<file path="src/rtl/imem_port_arbiter.sv">
// Arbitrates the single-ported imem between fetch and loader; 1-cycle read return tagged by owner.
// Optional IMEM_ARB_RR_EN swaps fetch-priority/starvation-guard arbitration for round-robin.
module imem_port_arbiter #(
  parameter int AW         = 8,
  parameter int DW         = 32,
  parameter int STARVE_MAX = 4
) (
  input  logic          clk,
  input  logic          rst_n,
  input  logic          f_req,
  input  logic [31:0]   f_addr,
  output logic          f_gnt,
  output logic          f_rvalid,
  output logic [DW-1:0] f_rdata,
  input  logic          l_req,
  input  logic          l_we,
  input  logic [31:0]   l_addr,
  input  logic [DW-1:0] l_wdata,
  input  logic          l_halt,
  output logic          l_gnt,
  output logic          l_rvalid,
  output logic [DW-1:0] l_rdata,
  output logic          halted,
  output logic          mem_en,
  output logic          mem_we,
  output logic [AW-1:0] mem_addr,
  output logic [DW-1:0] mem_wdata,
  input  logic [DW-1:0] mem_rdata
);

  typedef enum logic [1:0] {
    RUN   = 2'd0,
    DRAIN = 2'd1,
    HALT  = 2'd2
  } state_t;

  state_t state, state_nxt;
  logic   rd_pend;
  logic   rd_owner;  // 1: outstanding read belongs to the loader
  logic   l_pri;     // loader wins a contested RUN cycle
  logic   contested;

  assign contested = f_req && l_req;

`ifdef IMEM_ARB_RR_EN
  logic last_l;

  assign l_pri = !last_l;

  always_ff @(posedge clk or negedge rst_n) begin
    if (!rst_n) begin
      last_l <= 1'b1;
    end else if (state == RUN && contested) begin
      last_l <= l_gnt;
    end
  end
`else
  localparam int CW = $clog2(STARVE_MAX + 1);

  logic [CW-1:0] starve_cnt;

  assign l_pri = (starve_cnt == CW'(STARVE_MAX));

  always_ff @(posedge clk or negedge rst_n) begin
    if (!rst_n) begin
      starve_cnt <= '0;
    end else if (!l_req || l_gnt) begin
      starve_cnt <= '0;
    end else if (starve_cnt != CW'(STARVE_MAX)) begin
      starve_cnt <= starve_cnt + CW'(1);
    end
  end
`endif

  // Grants are gated by rst_n so every output is 0 while reset is held.
  always_comb begin
    f_gnt     = 1'b0;
    l_gnt     = 1'b0;
    state_nxt = state;
    if (rst_n) begin
      case (state)
        RUN: begin
          if (f_req && !(contested && l_pri)) begin
            f_gnt = 1'b1;
          end else begin
            l_gnt = l_req;
          end
          if (l_halt) begin
            state_nxt = DRAIN;
          end
        end
        DRAIN: begin
          l_gnt = l_req;
          // Fetch is never granted here, so the only fetch read that can be in
          // flight returns during this cycle; HALT follows on the next edge.
          state_nxt = HALT;
        end
        HALT: begin
          l_gnt = l_req;
          if (!l_halt) begin
            state_nxt = RUN;
          end
        end
        default: state_nxt = RUN;
      endcase
    end
  end

  always_ff @(posedge clk or negedge rst_n) begin
    if (!rst_n) begin
      state    <= RUN;
      rd_pend  <= 1'b0;
      rd_owner <= 1'b0;
    end else begin
      state    <= state_nxt;
      rd_pend  <= f_gnt || (l_gnt && !l_we);
      rd_owner <= l_gnt;
    end
  end

  assign halted    = (state == HALT);
  assign f_rvalid  = rd_pend && !rd_owner;
  assign l_rvalid  = rd_pend && rd_owner;
  assign f_rdata   = f_rvalid ? mem_rdata : '0;
  assign l_rdata   = l_rvalid ? mem_rdata : '0;

  assign mem_en    = f_gnt || l_gnt;
  assign mem_we    = l_gnt && l_we;
  assign mem_addr  = f_gnt ? f_addr[AW+1:2] : (l_gnt ? l_addr[AW+1:2] : '0);
  assign mem_wdata = mem_we ? l_wdata : '0;

  logic unused_addr_bits;
  assign unused_addr_bits = ^{f_addr[31:AW+2], f_addr[1:0], l_addr[31:AW+2], l_addr[1:0]};

  a_one_grant: assert property (@(posedge clk) disable iff (!rst_n) !(f_gnt && l_gnt));
  a_no_fetch_halted: assert property (@(posedge clk) disable iff (!rst_n) (state != RUN) |-> !f_gnt);
  a_one_rvalid: assert property (@(posedge clk) disable iff (!rst_n) !(f_rvalid && l_rvalid));

endmodule

</file>
<file path="config.mk">
export PLATFORM = sky130hd
export DESIGN_NAME = imem_port_arbiter
export DESIGN_NICKNAME = d
export VERILOG_FILES = /design/src/rtl/imem_port_arbiter.sv
export SDC_FILE = /design/constraint.sdc
export NUM_CORES = 1
export LEC_CHECK = 0
export ABC_AREA = 0
export BUFFER_PORTS_ARGS = -buffer_cell sky130_fd_sc_hd__buf_2
export CORE_AREA = 2 2 94 96
export CTS_BUF_LIST = sky130_fd_sc_hd__clkbuf_8 sky130_fd_sc_hd__clkbuf_16
export DETAILED_ROUTE_END_ITERATION = 8
export DIE_AREA = 0 0 96 98
export PLACE_DENSITY = 0.58
export SLEW_MARGIN = 20
export SYNTH_ARGS = -nofsm -noshare
export SYNTH_HDL_FRONTEND = slang
export SYNTH_SLANG_ARGS = --single-unit
</file>
<file path="constraint.sdc">
create_clock -name clk -period 2.9 [get_ports clk]
set_clock_uncertainty 0.15 [all_clocks]
set_input_delay 0.435 -clock clk [delete_from_list [all_inputs] [get_ports clk]]
set_output_delay 0.435 -clock clk [all_outputs]
set_load 0.05 [all_outputs]
</file>
==> results_dict.tcl, run 1 <==
set metrics [dict create \
    finalSetupViolCount 0 \
    htreeDepth 1 \
    cts_tree "built" \
    seq_power_share 0.100 \
    die_w_microns 96 \
    p_comb_frac 0.817 \
    dpl_worst_slack_ps 329 \
    switching_power_mw 1.02 \
    slew_viol_final 0 \
    design.core.area_sq_um 8470 \
    timing.final.hold_violations 0 \
    avgRoutedWirePerCell_microns 9.85 \
    avgSynthCellArea_sq_um 7.33 \
    synth_seq_area_share 0.139 \
    min_to "rd_pend" \
    layout_min_cycle_time_ps 2720 \
    vias_per_cell 3.96 \
    syn_nets 313 \
    max_cap_violations 0 \
    portBuffers 196 \
    cts_sinks 7 \
    dp.cells 465 \
    worst_slack_ps 185 \
    max_freq_mhz 368 \
    vias 1862 \
    routed_wl_mm 4.63 \
    layout_commonest_cell "buf_2" \
    tns_ps 0 \
    tightest_slew_ps 369 \
    drc_errors 0 \
    hold_path.class "input pin to flip-flop" \
    p_leak_nw 1.64 \
    ys_seq_elements 7 \
    final_cell_mix "196 x buf_2, 65 x and2_1, 33 x and3_1, 10 x o21ai_0" \
    total_power_mw 1.57 \
    clockBufferDepth 2 \
    synth_top_area_share 0.322 \
    start_kind "flip-flop" \
    grt_pass1_vias 1626 \
    grt_max_degree 35 \
    p_per_area_nw_per_um2 659 \
    synth_area_leaders "and2_1 32%, and3_1 16%, dfrtp_1 14%, ha_1 6.9%, o2bb2ai_1 5.6%" \
    synth.largest_area_cell "and2_1" \
    rsz0062_at_grt "no" \
    fin_cells 470 \
    syn-instance-count 172 \
    rrSetupSlack_ps 900 \
    yosys_warnings 0 \
    required_ps 2320 \
    clk_pin_slew_ps 40 \
    clk_latency_ps 220 \
    synth.cell_area_sq_um 1260 \
    clock-root-buffer "clkbuf_8" \
    grt_pass1_wl_mm 6.76 \
    crit_fanout 33 \
    nets 504 \
    post-route-period-util 0.936 \
    r2r_end "starve_cnt[2]" \
    dp_hpwl_mm 4.00 \
    diodes 0 \
    holdPathStages 2 \
    start_util 0.149 \
    die_h_microns 98 \
    r2r_cells 6 \
    rows 34 \
    cp-end-kind "output pin" \
    synth.distinct_cells 23 \
    power_frac_clock 0.083 \
    drt_iter0_markers 49 \
    drtAntennaViolNets 0 \
    crit_type "flip-flop to output pin" \
    cp.arrival_ps 2130 \
    area_growth_pct 89.1 \
    slew_headroom 0.753 \
    hold_start "l_we" \
    io_pins 245 \
    max_stage_delay_ps 380 \
    cpMaxStageDelayCell "dfrtp_1" \
    p_int_mw 0.555 \
    reg2reg_from "state[0]" \
    antenna_found_initial 0 \
    peakVddDrop_mv 0.381 \
    path_cells "inv_1, ha_1, nor2b_1, a2111oi_4, buf_4, and2_1, buf_2" \
    numCtsBuffers 3 \
    fp.dieArea_sq_um 9410 \
    grt_usage 0.0850 \
    p_sw_frac 0.647 \
    drive_gt1_frac 0.575 \
    drtPass1Iterations 4 \
    place_congestion 0.694 \
    status "finished, final reports clean" \
    grt.overflow.total 0 \
]
[worst max-delay path: cells and delay by family (launching register included)]
kind | cells | cell delay (ps)
buffers and inverters | 3 | 650
AND/OR/NAND/NOR | 2 | 240
flip-flops | 1 | 380
adder cells (fa/ha/maj) | 1 | 300
AO/OA/AOI/OAI | 1 | 330
[power by group through the flow]
stage / logic, mW / registers (mW) / clock network [mW]
after floorplan: 1.00 / 0.160 / 0
after global routing: 1.38 / 0.165 / 0.138
after CTS: 1.30 / 0.158 / 0.132
final: 1.28 / 0.157 / 0.130
after detailed placement: 1.29 / 0.160 / 0
after global placement: 1.28 / 0.158 / 0
[routing by layer]
layer  track usage  vias to the layer above  wire length [microns]
li1              -                      958                      -
met3        0.0123                        2                    487
met5             0                        -                      0
met4        0.0165                        0                     17
met1        0.0780                      792                   1650
met2         0.185                      110                   2480
[metrics by stage]
step | util | instance area, sq um | hold slack [ps]
2_1_floorplan | - | 1260 | -10.6
3_3_place_gp | 0.275 | 2330 | 152
3_5_place_dp | 0.275 | 2330 | 155
4_1_cts | 0.281 | 2380 | 288
5_1_grt | 0.282 | 2380 | 299
6_report | 0.282 | 2380 | 283
[sequential cells by signal (all words and copies together), names as in the netlist]
register,flops
rd_pend,1
rd_owner,1
state,2
starve_cnt,3
[worst max path at each step]
stage                  start             to  slack, ps  cells past startpoint
2_1_floorplan  starve_cnt[0]    mem_addr[0]         60                      5
3_3_place_gp           rst_n    mem_addr[6]        340                      5
3_5_place_dp        state[0]    mem_addr[6]        330                      6
4_1_cts             state[0]    mem_addr[6]         90                      6
5_1_grt             state[1]  mem_wdata[14]         40                      7
6_report            state[0]  mem_wdata[11]        180                      7
[synth_stat cells, drive strengths merged]
| master | number |
|---|---|
| clkbuf | 11 |
| inv | 7 |
| mux2 | 2 |
| nor3 | 3 |
| nor2b | 2 |
| a211o | 1 |
| dfrtp | 7 |
| mux2i | 2 |
| nand2 | 2 |
| o21ai | 10 |
| a2111oi | 1 |
| and3 | 33 |
| nand3b | 2 |
| o2bb2ai | 8 |
| o22ai | 1 |
| buf | 4 |
| nor2 | 2 |
| and2 | 65 |
| xnor2 | 1 |
| ha | 7 |
| nand3 | 1 |
[area by class of cell]
class                   instances  area [sq um]
fillers                       937          6080
repair buffers                201          1020
multi-input cells             143           982
flip-flops and latches          7           175
well taps                     108           135
clock buffers                   3          41.3
inverters                       7          26.3
clock inverters                 1          3.75
[repair_timing]
item	CTS	global route
endpoints found under the setup margin	0	8
hold buffers	1	0
buffers inserted	0	0
resized for setup	0	1
hold endpoints to repair	7	0
[logic make-up (layout without fill, tap and decap cells)]
group,after synthesis,count (layout),synth area share
compound gates,21,21,0.129
xor+xnor,1,1,0.00695
fa+ha+maj,7,7,0.0694
buf+inv,22,212,0.0843
flops,7,7,0.139
mux,4,4,0.0337
simple gates,110,110,0.538
(Power assumes the default switching activity.)
==> run 2: changes to the inputs <==
==> constraint.sdc (replaced) <==
create_clock -name clk -period 2.9 [get_ports clk]
set_clock_uncertainty 0.15 [all_clocks]
set_input_delay 0.87 -clock clk [delete_from_list [all_inputs] [get_ports clk]]
set_output_delay 0.87 -clock clk [all_outputs]
set_load 0.05 [all_outputs]
==> run 2 against run 1 <==
The flow now finishes with violations (setup timing); utilization rose by 12 points; die area did not move; worst setup slack got worse by 350 ps; first-iteration DRC count fell by 2.0%; largest cell class unchanged; largest power group unchanged; highest routed layer unchanged.
==> results_dict.tcl, run 2 (synthesized netlist as in run 1, its figures left out) <==
set metrics [dict create \
    dpl_worst_slack_ps -274 \
    crit_fanout 8 \
    slew_viol_final 0 \
    n_fill_cell 804 \
    rsz0062_at_grt "yes" \
    worst_slack_ps -162 \
    antenna_found_initial 0 \
    tightest_slew_ps 299 \
    power_frac_clock 0.064 \
    cp-end-kind "output pin" \
    cts_sinks 7 \
    drtPass1Iterations 4 \
    layout_commonest_cell "buf_2" \
    timing.final.hold_violations 0 \
    reg2reg_from "starve_cnt[0]" \
    grt_pass1_vias 1910 \
    rrSetupSlack_ps 1040 \
    switching_power_mw 1.16 \
    slew_headroom 0.801 \
    p_comb_frac 0.858 \
    largest_register_ff_count 3 \
    met3_usage 0.0255 \
    vias_per_cell 4.13 \
    reg_top3 "starve_cnt: 3 flops, state: 2 flops" \
    required_ps 1880 \
    clockBufferDepth 2 \
    grt_usage 0.105 \
    met1_usage 0.0980 \
    drt_iter0_markers 48 \
    hold_path.class "input pin to async pin" \
    vias 2026 \
    status "finished with violations" \
    dp.cells 479 \
    p_sw_frac 0.563 \
    numCtsBuffers 3 \
    r2r_cells 9 \
    drc_errors 0 \
    design.core.area_sq_um 8470 \
    start_kind "input pin" \
    seq_power_share 0.078 \
    grt_pass1_wl_mm 8.22 \
    crit_type "input pin to output pin" \
    final_cell_mix "149 x buf_2, 37 x buf_8, 33 x and2_1, 32 x and3_1, 31 x and2_4" \
    place_congestion 0.744 \
    grt_max_degree 34 \
    nets 525 \
    drive_gt1_frac 0.742 \
    fin_cells 491 \
    start_util 0.149 \
    r2r_end "starve_cnt[2]" \
    max_freq_mhz 327 \
    dp_hpwl_mm 4.15 \
    p_int_mw 0.902 \
    fp.dieArea_sq_um 9410 \
    p_per_area_nw_per_um2 613 \
    startpoint "f_req" \
    top_register "starve_cnt" \
    cp.arrival_ps 2040 \
    grt.overflow.total 0 \
    violations "setup timing" \
    htreeDepth 1 \
    cts_tree "built" \
    post-route-period-util 1.06 \
    max_cap_violations 0 \
    clock-root-buffer "clkbuf_8" \
    routed_wl_mm 5.58 \
    p_leak_nw 1.95 \
    area_growth_pct 167 \
    portBuffers 196 \
    layout_min_cycle_time_ps 3060 \
    clk_pin_slew_ps 40 \
    rows 34 \
    io_pins 245 \
    fin_util 0.397 \
    diodes 0 \
    die_w_microns 96 \
    top_usage_layer "met2" \
    avgRoutedWirePerCell_microns 11.4 \
    drtAntennaViolNets 0 \
    peakVddDrop_mv 0.373 \
    hold_buffers 0 \
    finalSetupViolCount 36 \
    met2_usage 0.216 \
    clk_latency_ps 230 \
    die_h_microns 98 \
]
[run 2: cell type report]
cell class	instances	area, sq um	area share
well taps	108	135	0.0402
repair buffers	222	1710	0.509
multi-input cells	143	1270	0.377
inverters	7	26.3	0.00782
clock buffers	3	41.3	0.0123
clock inverters	1	5.00	0.00149
flip-flops and latches	7	175	0.0521
[run 2: critical path: stages]
cell and delay (ps):
buf_6 90, nor2b_4 120, a2111oi_4 320, buf_6 190, clkbuf_16 150, and2_4 140, buf_8 140
[run 2: worst max-delay path by stage]
stage	end	slack, ps	cells after the start
2_1_floorplan	mem_addr[0]	-90	4
3_3_place_gp	mem_wdata[20]	-240	6
3_5_place_dp	mem_wdata[20]	-270	6
4_1_cts	mem_wdata[29]	-180	7
5_1_grt	mem_wdata[26]	-240	8
6_report	mem_wdata[14]	-160	7
[run 2: what timing repair did]
action                     in CTS  in global routing
gates resized for setup       143                 18
setup buffers                   1                  3
pin swaps                      17                 15
setup endpoints to repair      44                 44
gates cloned                    2                  2
[run 2: metal layers]
metal  vias to the layer above  wire length [microns]  share of wire
met4                         0                     98          0.018
met3                         8                    567           0.10
met5                         -                      0              0
li1                       1000                      -              -
met2                       116                   3070           0.55
met1                       902                   1840           0.33
[run 2: power groups by stage]
stage	sequential, mW	combinational [mW]	clock (mW)
2_1_floorplan	0.160	1.09	0
3_3_place_gp	0.158	1.44	0
3_5_place_dp	0.160	1.46	0
4_1_cts	0.160	1.69	0.136
6_report	0.161	1.77	0.133
5_1_grt	0.167	1.87	0.144
[run 2: through the flow]
step / hold slack (ps) / TNS (ps) / area (sq um) / power, mW
2_1_floorplan: 383 / -921 / 1430 / 1.25
5_1_grt: 382 / -7460 / 3360 / 2.19
4_1_cts: 376 / -5000 / 3240 / 1.99
3_5_place_dp: 425 / -9920 / 2640 / 1.62
6_report: 377 / -4280 / 3360 / 2.06
3_3_place_gp: 422 / -8730 / 2640 / 1.60
==> run 3: changes to the inputs <==
Settings changed: TNS_END_PERCENT from default to 5.
==> run 3 against run 2 <==
The run still ends with setup timing left; flip-flop and latch count unchanged; clock power about the same; register-to-register slack got worse by 90 ps; critical endpoint unchanged; largest power group unchanged.
==> results_dict.tcl, run 3 (synthesized netlist as in run 1, its figures left out) <==
set metrics [dict create \
    grt.overflow.total 0 \
    start_kind "input pin" \
    worst_slack_ps -201 \
    start_util 0.149 \
    status "finished with violations" \
    cp.arrival_ps 2080 \
    numCtsBuffers 3 \
    path_cells "buf_6, nor2b_4, a2111oi_4, buf_6, clkbuf_16, and2_2, buf_6" \
    drt_iter0_markers 34 \
    max_cap_violations 0 \
    p_sw_frac 0.580 \
    crit_end "mem_wdata[14]" \
    tns_ps -6350 \
    clk_latency_ps 230 \
    design.core.area_sq_um 8470 \
    violations "setup timing" \
    startpoint "f_req" \
    tightest_slew_ps 337 \
    final_cell_mix "150 x buf_2, 33 x and2_1, 32 x and3_1, 28 x buf_8, 25 x and2_4" \
    slew_viol_final 0 \
    p_leak_nw 1.87 \
    grt_pass1_wl_mm 8.45 \
    top_register "starve_cnt" \
    routed_wl_mm 6.11 \
    power_frac_clock 0.068 \
    cts_tree "built" \
    rsz0062_at_grt "yes" \
    grt_max_degree 34 \
    fp.dieArea_sq_um 9410 \
    reg2reg_from "state[0]" \
    drtAntennaViolNets 0 \
    io_pins 245 \
    post-route-period-util 1.07 \
    grt_pass1_vias 1830 \
    reg_top3 "starve_cnt: 3 flops, state: 2 flops" \
    cp-end-kind "output pin" \
    required_ps 1880 \
    dpl_worst_slack_ps -276 \
    r2r_cells 8 \
    clock-root-buffer "clkbuf_8" \
    hold_path.class "input pin to async pin" \
    htreeDepth 1 \
    clockBufferDepth 2 \
    dp.cells 475 \
    layout_commonest_cell "buf_2" \
    total_power_mw 1.96 \
    avgRoutedWirePerCell_microns 12.6 \
    place_congestion 0.704 \
    crit_top_cell "buf_6" \
    whs_ps 370 \
    die_w_microns 96 \
    drtPass1Iterations 4 \
    portBuffers 196 \
    rows 34 \
    drc_errors 0 \
    largest_register_ff_count 3 \
    finalSetupViolCount 42 \
    nets 517 \
    diodes 0 \
    clk_pin_slew_ps 40 \
    hold_buffers 0 \
    timing.final.hold_violations 0 \
    vias 1965 \
    area_growth_pct 150 \
    seq_power_share 0.083 \
    crit_type "input pin to output pin" \
    dp_hpwl_mm 4.58 \
    r2r_end "starve_cnt[1]" \
    antenna_found_initial 0 \
    p_int_mw 0.822 \
    p_comb_frac 0.849 \
    cpMaxStageDelayCell "a2111oi_4" \
    grt_usage 0.111 \
    peakVddDrop_mv 0.431 \
    die_h_microns 98 \
    cts_sinks 7 \
    max_freq_mhz 323 \
    crit_fanout 8 \
    vias_per_cell 4.07 \
    rrSetupSlack_ps 950 \
    layout_min_cycle_time_ps 3100 \
    drive_gt1_frac 0.717 \
    fin_cells 483 \
    switching_power_mw 1.13 \
    max_stage_delay_ps 350 \
    p_per_area_nw_per_um2 621 \
    slew_headroom 0.773 \
]
-- run 3: area by class of cell --
type                       count  area, sq um
sequential                     7          175
multi-input combinational    143         1180
tap                          108          135
timing repair buffer         214         1590
clock buffer                   3         41.3
clock inverter                 1         5.00
inverter                       7         26.3
fill                         864         5320
-- run 3: stage by stage --
step	cell area, sq um	utilization
after floorplan	1380	-
after global placement	2560	0.303
after detailed placement	2560	0.303
after CTS	2950	0.349
after global routing	3150	0.372
final	3150	0.372
-- run 3: how the worst min path moves through the flow --
stage / start / to / slack (ps) / cells past startpoint
after floorplan: state[1] / state[1] / 380 / 1
after global placement: state[0] / state[0] / 420 / 1
after CTS: rst_n / state[0] / 380 / 2
final: rst_n / state[1] / 370 / 2
after global routing: rst_n / state[1] / 370 / 2
after detailed placement: state[0] / state[0] / 430 / 1
-- run 3: what timing repair did --
item	CTS	global route
gates cloned	0	3
resized for setup	102	43
buffers inserted	0	1
hold endpoints to repair	0	0
pin swaps	10	16
setup endpoints to repair	43	43
-- run 3: worst max-delay path: cells and delay by family --
family,cells,cell delay (ps)
compound gates,1,350
simple gates,2,270
buf+inv,4,580
-- run 3: power by group through the flow --
stage	combinational [mW]	clock [mW]	sequential, mW
3_5_place_dp	1.42	0	0.162
5_1_grt	1.75	0.143	0.168
4_1_cts	1.58	0.137	0.160
6_report	1.66	0.134	0.162
3_3_place_gp	1.40	0	0.159
2_1_floorplan	1.05	0	0.160
-- run 3: layer usage --
layer  wire (microns)  global-route usage  share of wire  vias up
met4               31              0.0198         0.0051        0
met2             3370               0.218           0.55       81
met1             2300               0.119           0.38      900
met3              405              0.0216          0.066        4
li1                 -                   -              -      980
met5                0                   0              0        -
